**src/rtl/seg_pkg.sv**
```systemverilog
// seg_pkg: shared types and constants for the seven-segment display arbiter
package seg_pkg;
  typedef enum logic [1:0] {IDLE, CONV, PUB} state_t;
  localparam int NDIGITS = 8;
  localparam int NIB = 4;
  localparam logic [7:0] BLANK_RST = 8'hFE;
  localparam logic [7:0] BLANK_HEX = 8'hC0;
  function automatic logic [NDIGITS-1:0] lz_mask(input logic [NDIGITS*NIB-1:0] bcd);
    logic z;
    lz_mask = '0;
    z = 1'b1;
    for (int i = NDIGITS - 1; i > 0; i--) begin
      z = z & (bcd[i*NIB +: NIB] == '0);
      lz_mask[i] = z;
    end
  endfunction
endpackage

```
**src/rtl/seg_disp_arbiter_dabble_step.sv**
```systemverilog
// dabble_step: one double-dabble iteration, add-3 on every nibble >= 5 then shift in one bit
module dabble_step
  import seg_pkg::*;
(
  input  logic [NDIGITS*NIB-1:0] bcd_i,
  input  logic                   bit_i,
  output logic [NDIGITS*NIB-1:0] bcd_o
);
  logic [NDIGITS*NIB-1:0] adj;
  for (genvar i = 0; i < NDIGITS; i++) begin : g_nib
    assign adj[i*NIB +: NIB] = (bcd_i[i*NIB +: NIB] >= 4'd5) ? bcd_i[i*NIB +: NIB] + 4'd3 : bcd_i[i*NIB +: NIB];
  end
  assign bcd_o = (adj << 1) | (NDIGITS*NIB)'(bit_i);
endmodule

```
**src/rtl/seg_disp_arbiter.sv**
```systemverilog
// seg_disp_arbiter: arbitrates CPU/switch display requests and converts the winner to display digits
module seg_disp_arbiter
  import seg_pkg::*;
#(
  parameter int DW          = 24,
  parameter int HOLD_CYCLES = 200000000,
  parameter bit LZ_BLANK    = 1'b1
) (
  input  logic          clk,
  input  logic          rst,
  input  logic          cpu_req,
  input  logic [DW-1:0] cpu_data,
  input  logic          cpu_dec,
  output logic          cpu_ack,
  input  logic          sw_req,
  input  logic [DW-1:0] sw_data,
  output logic          sw_ack,
  output logic [31:0]   digits,
  output logic [7:0]    blank,
  output logic          upd,
  output logic          busy,
  output logic          cpu_owner
);
  localparam int BW = NDIGITS * NIB;
  localparam int CW = $clog2(DW + 1);
  localparam int HW = HOLD_CYCLES > 0 ? $clog2(HOLD_CYCLES + 1) : 1;
  if (DW > 26) begin : g_dw_check
    $error("seg_disp_arbiter: DW above 26 overflows 8 BCD digits");
  end
  state_t state_q, state_d;
  logic [DW-1:0] shift_q, shift_d, gdata;
  logic [BW-1:0] bcd_q, bcd_d, bcd_step, digits_q, digits_d;
  logic [CW-1:0] cnt_q, cnt_d;
  logic [HW-1:0] hold_q, hold_d;
  logic [7:0] blank_q, blank_d;
  logic dec_q, dec_d, upd_q, upd_d, cpu_ack_q, cpu_ack_d, sw_ack_q, sw_ack_d;
  logic cpu_go, sw_go, gdec;
  dabble_step u_step (
    .bcd_i(bcd_q),
    .bit_i(shift_q[DW-1]),
    .bcd_o(bcd_step)
  );
  // arbitration, hold window, conversion stepping and publish
  always_comb begin
    cpu_go = (state_q == IDLE) && cpu_req;
    sw_go = (state_q == IDLE) && !cpu_req && sw_req && (hold_q == '0);
    gdata = cpu_go ? cpu_data : sw_data;
    gdec = cpu_go ? cpu_dec : 1'b1;
    state_d = state_q;
    shift_d = shift_q;
    bcd_d = bcd_q;
    cnt_d = cnt_q;
    dec_d = dec_q;
    digits_d = digits_q;
    blank_d = blank_q;
    upd_d = (state_q == PUB);
    cpu_ack_d = cpu_go;
    sw_ack_d = sw_go;
    hold_d = cpu_go ? HW'(HOLD_CYCLES) : (hold_q == '0 ? hold_q : hold_q - 1'b1);
    if (cpu_go || sw_go) begin
      dec_d = gdec;
      shift_d = gdata;
      cnt_d = '0;
      bcd_d = gdec ? '0 : BW'(gdata);
      state_d = gdec ? CONV : PUB;
    end else if (state_q == CONV) begin
      bcd_d = bcd_step;
      shift_d = shift_q << 1;
      cnt_d = cnt_q + 1'b1;
      state_d = (cnt_q == CW'(DW - 1)) ? PUB : CONV;
    end else if (state_q == PUB) begin
      digits_d = bcd_q;
      blank_d = !dec_q ? BLANK_HEX : (LZ_BLANK ? lz_mask(bcd_q) : 8'h00);
      state_d = IDLE;
    end
  end
  // state and datapath registers
  always_ff @(posedge clk) begin
    if (rst) begin
      state_q <= IDLE;
      shift_q <= '0;
      bcd_q <= '0;
      cnt_q <= '0;
      dec_q <= 1'b0;
      hold_q <= '0;
      digits_q <= '0;
      blank_q <= BLANK_RST;
      upd_q <= 1'b0;
      cpu_ack_q <= 1'b0;
      sw_ack_q <= 1'b0;
    end else begin
      state_q <= state_d;
      shift_q <= shift_d;
      bcd_q <= bcd_d;
      cnt_q <= cnt_d;
      dec_q <= dec_d;
      hold_q <= hold_d;
      digits_q <= digits_d;
      blank_q <= blank_d;
      upd_q <= upd_d;
      cpu_ack_q <= cpu_ack_d;
      sw_ack_q <= sw_ack_d;
    end
  end
  assign digits = digits_q;
  assign blank = blank_q;
  assign upd = upd_q;
  assign cpu_ack = cpu_ack_q;
  assign sw_ack = sw_ack_q;
  assign busy = (state_q != IDLE);
  assign cpu_owner = (hold_q != '0);
endmodule

```
**config.mk**
```make
export PLATFORM = sky130hd
export DESIGN_NAME = seg_disp_arbiter
export DESIGN_NICKNAME = d
export VERILOG_FILES = /design/src/rtl/seg_pkg.sv /design/src/rtl/seg_disp_arbiter_dabble_step.sv /design/src/rtl/seg_disp_arbiter.sv
export SDC_FILE = /design/constraint.sdc
export NUM_CORES = 1
export LEC_CHECK = 0
export BUFFER_PORTS_ARGS = -buffer_cell sky130_fd_sc_hd__buf_4
export CAP_MARGIN = 20
export CORE_ASPECT_RATIO = 0.5
export CORE_MARGIN = 10
export CORE_UTILIZATION = 60
export CTS_CLUSTER_DIAMETER = 60
export DETAILED_ROUTE_END_ITERATION = 16
export GPL_TIMING_DRIVEN = 0
export PLACE_DENSITY = 0.83
export SYNTH_ARGS = -nofsm -noshare
export SYNTH_HDL_FRONTEND = slang
export SYNTH_SLANG_ARGS = --single-unit
```
**constraint.sdc**
```tcl
create_clock -name clk -period 4.05 [get_ports clk]
set_clock_uncertainty 0.1 [all_clocks]
set_input_delay 0.81 -clock clk [delete_from_list [all_inputs] [get_ports clk]]
set_output_delay 0.81 -clock clk [all_outputs]
set_load 0.02 [all_outputs]
```
# Yosys cells after proc, flatten, opt, wreduce, memory -nomap -nowiden
# Cells that the tools add are included.
[classes]
eq_ne = 4
n_addsub = 10
bitwise = 9
muxes = 23
n_lt_le_gt_ge = 8
n_reduce_logical = 22
[op_table]
columns = ["cell", "count"]
rows = [
  ["24-bit 2-to-1 mux", 4],
  ["32-bit 2-to-1 mux", 2],
  ["28-bit 2-to-1 mux", 2],
  ["4-bit by 3-bit greater-or-equal comparator with 1-bit output, second input constant", 8],
  ["32-bit by 1-bit bitwise OR with 32-bit output", 1],
  ["4-bit by 2-bit adder with 4-bit output, second input constant", 7],
  ["28-bit logical NOT", 1],
  ["4-bit logical NOT", 7],
  ["4-bit 2-to-1 mux", 7],
  ["28-bit nonzero test", 1],
  ["28-bit by 1-bit subtractor with 28-bit output, second input constant", 1],
  ["2-bit 2-to-1 mux", 5],
  ["8-bit 2-to-1 mux", 1],
  ["1-bit bitwise AND", 6],
  ["5-bit by 1-bit adder with 5-bit output, second input constant", 1],
  ["5-bit equality test, second input constant", 1],
  ["1-bit logical AND", 4],
  ["2-bit nonzero test", 2],
  ["2-bit OR reduction", 2],
  ["3-bit by 2-bit adder with 3-bit output, second input constant", 1],
  ["3-bit 2-to-1 mux", 1],
  ["3-bit AND reduction", 1],
  ["3-bit nonzero test", 1],
  ["2-bit by 1-bit equality test with 1-bit output, second input constant", 1],
  ["other kinds (7)", 8],
]
[word_totals]
word_cells = 88
out_inout_bits = 45
input_bits = 53
regBits = 135

# Logic depth before layout (Yosys ltp)
# Gate-level depths: netlist of run 1.
[depth]
word_depth = 8
depth_mapped = 9
ltp_nobuf = 7

# By module
# Synthesis of run 1 repeated with hierarchy kept, for this count alone.
[hier_totals]
hier_cells = 801
hier_area_um2 = 6850.3
[modules_own_cells]
columns = ["module", "instances", "area_per_inst_um2", "cells_per_inst", "seq_area_each_um2"]
rows = [
  ["seg_disp_arbiter", 1, 6052.1, 676, 2682.6],
  ["dabble_step", 1, 798.3, 125, 0.0],
]

# Least setup slack after synthesis of run 1
# Ideal clock, no wire load.
[synth_timing]
kind = "input to register"
from = "input port cpu_req"
to = "register bcd_q[19]"
slack_ns = 1.614
setup_time_ns = 0.058
arrival_ns = 2.278
required_ns = 3.892
path_stages = 7
cell_sequence = "or3b_2 > clkbuf_1 > nor3_2 > clkbuf_1 > nand2_1 > o21ai_0 > o21a_1"
[synth_via]
elab_chain_len = 6
word_cells_on_any_way = 11
cone_classes = "mux (4); reduce/logical (7)"
[synth_lines]
columns = ["item", "line", "rtl"]
rows = [
  ["start: declaration", "seg_disp_arbiter.sv:11", "input logic cpu_req,"],
  ["1-bit logical NOT", "seg_disp_arbiter.sv:46", "sw_go = (state_q == IDLE) && !cpu_req && sw_req && (hold_q == '0);"],
  ["1-bit logical AND (3 in a row)", "seg_disp_arbiter.sv:46", ""],
  ["1-bit logical OR", "seg_disp_arbiter.sv:60", "if (cpu_go || sw_go) begin"],
  ["32-bit 2-to-1 mux / 2-bit nonzero test (equally long branches)", "--", ""],
  ["end signal: assignment", "seg_disp_arbiter.sv:82", "bcd_q <= '0;"],
  ["end signal: assignment", "seg_disp_arbiter.sv:94", "bcd_q <= bcd_d;"],
  ["end: declaration", "seg_disp_arbiter.sv:32", "logic [BW-1:0] bcd_q, bcd_d, bcd_step, digits_q, digits_d;"],
]
# Several ways; a longest one is shown, not always the timed one.
# A chain may end at the register's enable or synchronous reset.

# Worst setup path in the final report of run 1
[layout_timing]
from = "register hold_q[10]"
to = "output port cpu_owner"
[layout_via]
elab_chain_len = 1
[layout_lines]
columns = ["item", "line", "rtl"]
rows = [
  ["start: declaration", "seg_disp_arbiter.sv:34", "logic [HW-1:0] hold_q, hold_d;"],
  ["start signal: assignment", "seg_disp_arbiter.sv:97", "hold_q <= hold_d;"],
  ["28-bit nonzero test", "seg_disp_arbiter.sv:111", "assign cpu_owner = (hold_q != '0);"],
  ["end: declaration", "seg_disp_arbiter.sv:22", "output logic cpu_owner"],
]
# Every way passes these cells.

==> results.md, run 1 <==
| Item | This run | Unit |
| --- | --- | --- |
| Status | completed | - |
| Critical path type | reg2out | - |
| Area of the multi-input gates | 3730 | µm² |
| Highest Clock Rate | 0.316 | GHz |
| Cell area after placement | 7600 | µm² |
| Cell types occupying the most area after synthesis | sky130_fd_sc_hd__dfxtp_1, sky130_fd_sc_hd__nand2_1, sky130_fd_sc_hd__a21oi_1, sky130_fd_sc_hd__ha_1, sky130_fd_sc_hd__a211oi_1 | - |
| Initial Utilization | 0.613 | - |
| Highest-delay cell along the critical path | sky130_fd_sc_hd__nor4_2 | - |
| Distinct cell type count after synthesis | 55 | - |
| Critical path launch point type | flop | - |
| RSZ-0062 raised after global routing | no | - |
| Max-capacitance violation count | 0 | - |
| Crit end category | output port | - |
| Number of antenna violations at the first check in global routing | 0 | - |
| Cells after Synth | 813 | - |
| Total number of clock tree sinks | 134 | - |
| Routed wire length | 19.9 | mm |
| Library cell occupying the most area in the post-synthesis netlist | sky130_fd_sc_hd__dfxtp_1 | - |
| Final Cell Area | 8250 | µm² |
| Critical Path Max Stage Delay | 0.53 | ns |
| Core Region | 10900 | µm² |
| Total of warnings raised by yosys | 0 | - |
| Maximum VDD drop | 272 | µV |
| TNS Setup | 0 | ns |
| Hold-fix buffers at CTS | 0 | - |
| Final Wtd Congestion | 0.939 | - |
| Final antenna diode count | 0 | - |
| Worst relative slew slack | 0.465 | - |
| First-pass DRT Iterations | 5 | - |
| Cell chosen for the clock root | sky130_fd_sc_hd__clkbuf_16 | - |
| Detail Route Antenna Nets | 0 | - |
| Area share of the largest cell type after synthesis | 0.400 | - |
| Final period utilization | 0.780 | - |
| Number of global-route vias before repair | 6410 | - |
| Largest net degree at the start of global routing | 17 | - |
| Leakage | 3.18 | nW |
| Die Height | 94.8 | µm |
| Post-CTS sizing | 0 | - |
| Register area share after synthesis | 0.400 | - |
| Buffer levels on the longest clock path | 2 | - |
| Number of clock buffers inserted by TritonCTS | 17 | - |
| Routed vias/inst | 6.04 | - |
| Finished Layout Cells | 1085 | - |
| Count of vias placed by the detailed router | 6551 | - |
| Net count, final | 1005 | - |
| Die area | 16100 | µm² |
| Main flop type after synthesis | sky130_fd_sc_hd__dfxtp_1 | - |
| Net count after synthesis | 891 | - |
| Clock latency on the worst-skew pair | 0.42 | ns |
| Most numerous cell in the Yosys netlist | sky130_fd_sc_hd__nand2_1 | - |
| Async set or reset register ratio after synthesis | 0 | - |
| Post-Place Worst Slack | 0.752 | ns |
| Data required time of the critical path | 3.14 | ns |
| Post-Synthesis Mean Instance Area | 8.25 | µm² |
| Transition time at the pin with the least slew margin | 0.800 | ns |
| Power density over cell area | 505 | nW/µm² |
| Number of levels in the clock H-tree | 4 | - |
| Flip-flop and latch count after synthesis | 134 | - |
| Final hold vios | 0 | - |
| Layout-stage area growth over the synthesis result | 23.0 | % |
| Filler Cells Inserted | 822 | - |
| Cell count after placement | 1053 | - |
| Critical path cell sequence | nor4_2 > nand3_1 > or2_1 > buf_2 > buf_4 | - |
| Buffer count from post-CTS setup fixing | 0 | - |
| Sum of overflow across all layers after global routing | 0 | - |
| Area occupied by registers | 2680 | µm² |
| Max Transition Viols Final | 0 | - |
| Period minus WS final | 3.16 | ns |
| Cell area after synthesis | 6710 | µm² |
| Remaining DRCs | 0 | - |
| Final hold slack | 0.355 | ns |
| Setup violators final | 0 | - |
| Fin worst setup slack | 0.890 | ns |
| First DRT Iteration DRCs | 571 | - |
| CP Max Fanout | 6 | - |
| TritonCTS clock tree | yes | - |
| Global-route wire length before repair | 32.4 | mm |
| Number of enable-type register cells in the synthesized netlist | 0 | - |
| Path class of the lowest-slack min-delay path | reg2reg | - |
| Post-layout utilization of the core | 0.754 | - |
| Dpl hpwl | 14.5 | mm |
| Total power | 4.17 | mW |
| Ports | 98 | - |
| Most used standard cells in the synthesized netlist | sky130_fd_sc_hd__nand2_1, sky130_fd_sc_hd__dfxtp_1, sky130_fd_sc_hd__a21oi_1, sky130_fd_sc_hd__nor2_1, sky130_fd_sc_hd__clkbuf_1 | - |
| X dimension of the die | 170 | µm |
| GRT Total Usage | 0.247 | - |
| DR WL/cell | 18.3 | µm |
| Critical Path AT | 2.25 | ns |
| Fraction of final layout cells with drive strength greater than 1 | 0.172 | - |
| Clk pin slew, worst setup/hold paths | 0.06 | ns |
| Number of port buffers | 95 | - |
| Row cnt | 27 | - |
worst max-delay path: cells and delay by family (launching register included):
family | cells | cell delay, ns
AND/OR/NAND/NOR | 3 | 1.13
flip-flops | 1 | 0.36
buffers and inverters | 2 | 0.35
report_power, final:
| group | switching [mW] | internal (mW) |
|---|---|---|
| registers | 0.129 | 1.44 |
| clock network | 0.597 | 1.11 |
| logic | 0.523 | 0.375 |
area by class of cell:
cell class / instances / share of cell area
Timing Repair Buffer: 95 / 0.0864
Tap cell: 145 / 0.0220
Clock inverter: 12 / 0.0244
Multi-Input combinational cell: 606 / 0.453
Clock buffer: 20 / 0.0541
Buffer: 53 / 0.0262
Sequential cell: 134 / 0.325
Inverter: 20 / 0.00910
flip-flops by register name, indices dropped and copies added (netlist names), 2 cells and up:
register  flops
shift_q      24
cnt_q         5
blank         7
state_q       2
digits       32
hold_q       28
bcd_q        32
cells by family (layout without fill, tap and decap cells):
family                   after synthesis  count (layout)  share of synthesized area
AND/OR/NAND/NOR                      319             319                      0.239
AO/OA/AOI/OAI                        230             230                      0.228
flip-flops                           134             134                      0.400
buffers and inverters                 73             200                     0.0435
adder cells (fa/ha/maj)               25              25                     0.0466
XOR/XNOR                              23              23                     0.0300
multiplexers                           8               8                     0.0119
other                                  1               1                   0.000559
metal layers:
layer | GRT usage | up-vias | share of wire | wire [µm]
met5 | 0 | - | 0 | 0
met2 | 0.416 | 246 | 0.47 | 9380
met3 | 0.0543 | 49 | 0.072 | 1430
met1 | 0.306 | 3138 | 0.43 | 8570
li1 | - | 3118 | - | -
met4 | 0.0964 | 0 | 0.026 | 515
final timing paths:
kind / slack [ns] / from / endpoint / cells past startpoint
setup / recovery: 0.89 / hold_q[10] / cpu_owner / 5
hold / removal: 0.35 / digits[0] / digits[0] / 2
setup reg to reg: 0.99 / state_q[1] / cnt_q[2] / 7
hold reg to reg: 0.35 / digits[0] / digits[0] / 2
placed cells by master, fill, tap and decap left out, types with 6 or more instances in the layout:
cell type and n:
sky130_fd_sc_hd__inv_1 20, sky130_fd_sc_hd__a21oi_1 66, sky130_fd_sc_hd__a2bb2oi_1 6, sky130_fd_sc_hd__mux2i_1 8, sky130_fd_sc_hd__nor3b_1 19, sky130_fd_sc_hd__clkbuf_16 17, sky130_fd_sc_hd__a221oi_1 6, sky130_fd_sc_hd__xnor2_1 11
sky130_fd_sc_hd__or3_1 12, sky130_fd_sc_hd__a311oi_1 22, sky130_fd_sc_hd__nor2b_1 25, sky130_fd_sc_hd__nand4_1 7, sky130_fd_sc_hd__ha_1 25, sky130_fd_sc_hd__dfxtp_1 134, sky130_fd_sc_hd__nor2_1 40, sky130_fd_sc_hd__a211oi_1 36
sky130_fd_sc_hd__o21a_1 20, sky130_fd_sc_hd__a31oi_1 9, sky130_fd_sc_hd__or2_2 8, sky130_fd_sc_hd__o31ai_1 8, sky130_fd_sc_hd__nand2_1 154, sky130_fd_sc_hd__nor3_1 6, sky130_fd_sc_hd__o21ai_0 35, sky130_fd_sc_hd__clkbuf_1 40
sky130_fd_sc_hd__xor2_1 12, sky130_fd_sc_hd__nand2b_1 12, sky130_fd_sc_hd__buf_2 11, sky130_fd_sc_hd__o21bai_1 7, sky130_fd_sc_hd__buf_4 96
Note: power is estimated with default switching activity, not from simulation.
==> run 2: changes to the inputs <==
--- a/config.mk
+++ b/config.mk
@@ -9,11 +9,11 @@
 export CAP_MARGIN = 20
 export CORE_ASPECT_RATIO = 0.5
 export CORE_MARGIN = 10
-export CORE_UTILIZATION = 60
+export CORE_UTILIZATION = 52
 export CTS_CLUSTER_DIAMETER = 60
 export DETAILED_ROUTE_END_ITERATION = 16
 export GPL_TIMING_DRIVEN = 0
-export PLACE_DENSITY = 0.83
+export PLACE_DENSITY = 0.77
 export SYNTH_ARGS = -nofsm -noshare
 export SYNTH_HDL_FRONTEND = slang
 export SYNTH_SLANG_ARGS = --single-unit
==> constraint.sdc (replaced) <==
create_clock -name clk -period 2.55 [get_ports clk]
set_clock_uncertainty 0.1 [all_clocks]
set_input_delay 0.51 -clock clk [delete_from_list [all_inputs] [get_ports clk]]
set_output_delay 0.51 -clock clk [all_outputs]
set_load 0.02 [all_outputs]
==> run 2 against run 1 <==
Register-to-register slack lost 0.92 ns. Non-clock buffer count is 6 higher. Clock-buffer cell count is 3 lower. Critical path type unchanged. Largest power group unchanged. Highest routed layer unchanged.
==> results.md, run 2 (synthesis gave the netlist of run 1 again) <==
| Item | This run | Unit | Delta |
| --- | --- | --- | --- |
| Transition time at the pin with the least slew margin | 0.694 | ns | was 0.800 ns |
| Critical path launch point type | flop | - | unchanged |
| Ports | 98 | - | unchanged |
| Cell area after placement | 7630 | µm² | was 7600 µm² |
| Buffer levels on the longest clock path | 2 | - | unchanged |
| Die Height | 100 | µm | was 94.8 µm |
| Reg2Reg Capture Point | shift_q[5] | - | was cnt_q[2] |
| TritonCTS clock tree | yes | - | unchanged |
| Remaining DRCs | 0 | - | unchanged |
| Slack of the worst reg-to-reg path | 0.07 | ns | was 0.99 ns |
| Clk pin slew, worst setup/hold paths | 0.06 | ns | about the same |
| Initial Utilization | 0.531 | - | was 0.613 |
| DR WL/cell | 18.4 | µm | was 18.3 µm |
| X dimension of the die | 181 | µm | was 170 µm |
| Finished Layout Cells | 1115 | - | was 1085 |
| Cell count after placement | 1078 | - | was 1053 |
| First DRT Iteration DRCs | 612 | - | was 571 |
| Power density over cell area | 803 | nW/µm² | was 505 nW/µm² |
| Clock latency on the worst-skew pair | 0.43 | ns | was 0.42 ns |
| Global-route wire length before repair | 32.7 | mm | was 32.4 mm |
| Hold-fix buffers at CTS | 0 | - | unchanged |
| Net count, final | 1011 | - | was 1005 |
| Worst hold path startpoint | cpu_data[2] | - | was digits[0] |
| Crit-path leading delay family | simple AND/OR/NAND/NOR gates | - | unchanged |
| First-pass DRT Iterations | 5 | - | unchanged |
| Max Transition Viols Final | 0 | - | unchanged |
| Critical path cell sequence | inv_1 > ha_1 > nor3b_4 > nand4_1 > or2_4 > buf_4 | - | was nor4_2 > nand3_1 > or2_1 > buf_2 > buf_4 |
| Path class of the lowest-slack min-delay path | in2reg | - | was reg2reg |
| Detail Route Antenna Nets | 0 | - | unchanged |
| Most common cell after layout, fill and taps aside | sky130_fd_sc_hd__nand2_1 | - | unchanged |
| Final hold vios | 0 | - | unchanged |
| Final Cell Area | 8450 | µm² | was 8250 µm² |
| Period minus WS final | 2.54 | ns |  |
| Final period utilization | 0.994 | - |  |
| CP Launch Point | hold_q[1] | - | was hold_q[10] |
| Critical Path Max Stage Delay | 0.34 | ns | was 0.53 ns |
| Number of levels in the clock H-tree | 4 | - | unchanged |
| Setup violators final | 0 | - | unchanged |
| Maximum VDD drop | 494 | µV | was 272 µV |
| Core Region | 12600 | µm² | was 10900 µm² |
| Post-Place Worst Slack | -0.434 | ns | was 0.752 ns |
| Routed wire length | 20.6 | mm | was 19.9 mm |
| Largest net degree at the start of global routing | 17 | - | unchanged |
| Dpl hpwl | 14.7 | mm | was 14.5 mm |
| Critical R2R Launch | hold_q[1] | - | was state_q[1] |
| Sum of overflow across all layers after global routing | 0 | - | unchanged |
| Final antenna diode count | 0 | - | unchanged |
| Total number of clock tree sinks | 134 | - | unchanged |
| Fraction of final layout cells with drive strength greater than 1 | 0.199 | - | was 0.172 |
| Max-capacitance violation count | 0 | - | unchanged |
| Data required time of the critical path | 1.94 | ns | was 3.14 ns |
| Final Wtd Congestion | 0.947 | - | was 0.939 |
| Number of port buffers | 95 | - | unchanged |
| GRT Total Usage | 0.219 | - | was 0.247 |
| Crit path buf inv count | 2 | - | unchanged |
| Die area | 18100 | µm² | was 16100 µm² |
| Crit end category | output port | - | unchanged |
| Fin worst setup slack | 0.0144 | ns | was 0.890 ns |
| Status | completed | - | unchanged |
| TNS Setup | 0 | ns | unchanged |
| Layout-stage area growth over the synthesis result | 25.9 | % | was 23.0% |
| Critical path type | reg2out | - | unchanged |
| Number of global-route vias before repair | 6407 | - | was 6410 |
| Highest Clock Rate | 0.394 | GHz |  |
| Hold Path Depth | 3 | - | was 2 |
| Row cnt | 29 | - | was 27 |
| Leakage | 3.28 | nW | was 3.18 nW |
| Highest-delay cell along the critical path | sky130_fd_sc_hd__dfxtp_1 | - | was sky130_fd_sc_hd__nor4_2 |
| Commonest cells after routing, fill and taps aside | sky130_fd_sc_hd__nand2_1, sky130_fd_sc_hd__dfxtp_1, sky130_fd_sc_hd__buf_4 | - | unchanged |
| Number of clock buffers inserted by TritonCTS | 17 | - | unchanged |
| Hold endpoint | bcd_q[2] | - | was digits[0] |
| Critical Path AT | 1.93 | ns | was 2.25 ns |
| Crit path depth | 6 | - | was 5 |
| Depth of the worst register-to-register path | 9 | - | was 7 |
| CP Max Fanout | 4 | - | was 6 |
| Worst relative slew slack | 0.530 | - | was 0.465 |
| Number of antenna violations at the first check in global routing | 0 | - | unchanged |
| Count of vias placed by the detailed router | 6513 | - | was 6551 |
| Total power | 6.78 | mW | was 4.17 mW |
| Routed vias/inst | 5.84 | - | was 6.04 |
| Cell chosen for the clock root | sky130_fd_sc_hd__clkbuf_16 | - | unchanged |
run 2: power by group:
part	switching, mW	internal [mW]
Combinational	0.873	0.664
Sequential	0.228	2.28
Clock	0.993	1.74
Total	2.09	4.69
run 2: stage by stage:
step                      hold WS (ns)   util
after floorplan                  0.345      -
after global placement           0.345  0.605
after detailed placement         0.347  0.605
after CTS                        0.263  0.664
after global routing             0.283  0.669
final                            0.266  0.669
run 2: layout make-up:
| class | instances | area (µm²) |
|---|---|---|
| fillers | 1031 | 4180 |
| multi-input cells | 606 | 3830 |
| plain buffers | 52 | 230 |
| clock inverters | 14 | 224 |
| flip-flops and latches | 134 | 2680 |
| inverters | 20 | 75.1 |
| well taps | 170 | 213 |
| clock buffers | 17 | 425 |
| repair buffers | 102 | 766 |
run 2: how the worst max path moves through the flow:
stage,endpoint,slack [ns]
after floorplan,hold_q[8],0.40
after global routing,cpu_owner,-0.05
after detailed placement,bcd_q[26],-0.43
final,cpu_owner,0.01
after global placement,cnt_q[0],-0.39
after CTS,bcd_q[0],0.001
run 2: worst register-to-register path, cell delays in order, from the launching register on:
cell and delay [ns]:
sky130_fd_sc_hd__dfxtp_1 0.34, sky130_fd_sc_hd__inv_1 0.09, sky130_fd_sc_hd__ha_1 0.19, sky130_fd_sc_hd__nor3b_4 0.23, sky130_fd_sc_hd__nand4_1 0.17, sky130_fd_sc_hd__buf_4 0.20
sky130_fd_sc_hd__buf_2 0.21, sky130_fd_sc_hd__o21ai_4 0.24, sky130_fd_sc_hd__clkbuf_1 0.39, sky130_fd_sc_hd__a311oi_1 0.17
run 2: what timing repair did:
item                       in CTS  in global routing
setup buffers                   5                  2
setup endpoints to repair      38                 65
pin swaps                       4                  2
resized for setup              14                 22
run 2: layer usage:
layer  global-route usage  up-vias  share of wire  routed length (µm)
li1                     -     3133              -                   -
met1                0.267     3103           0.43                8830
met2                0.376      224           0.48                9940
met3               0.0456       53          0.064                1320
met4               0.0808        0          0.023                 463
met5                    0        -              0                   0
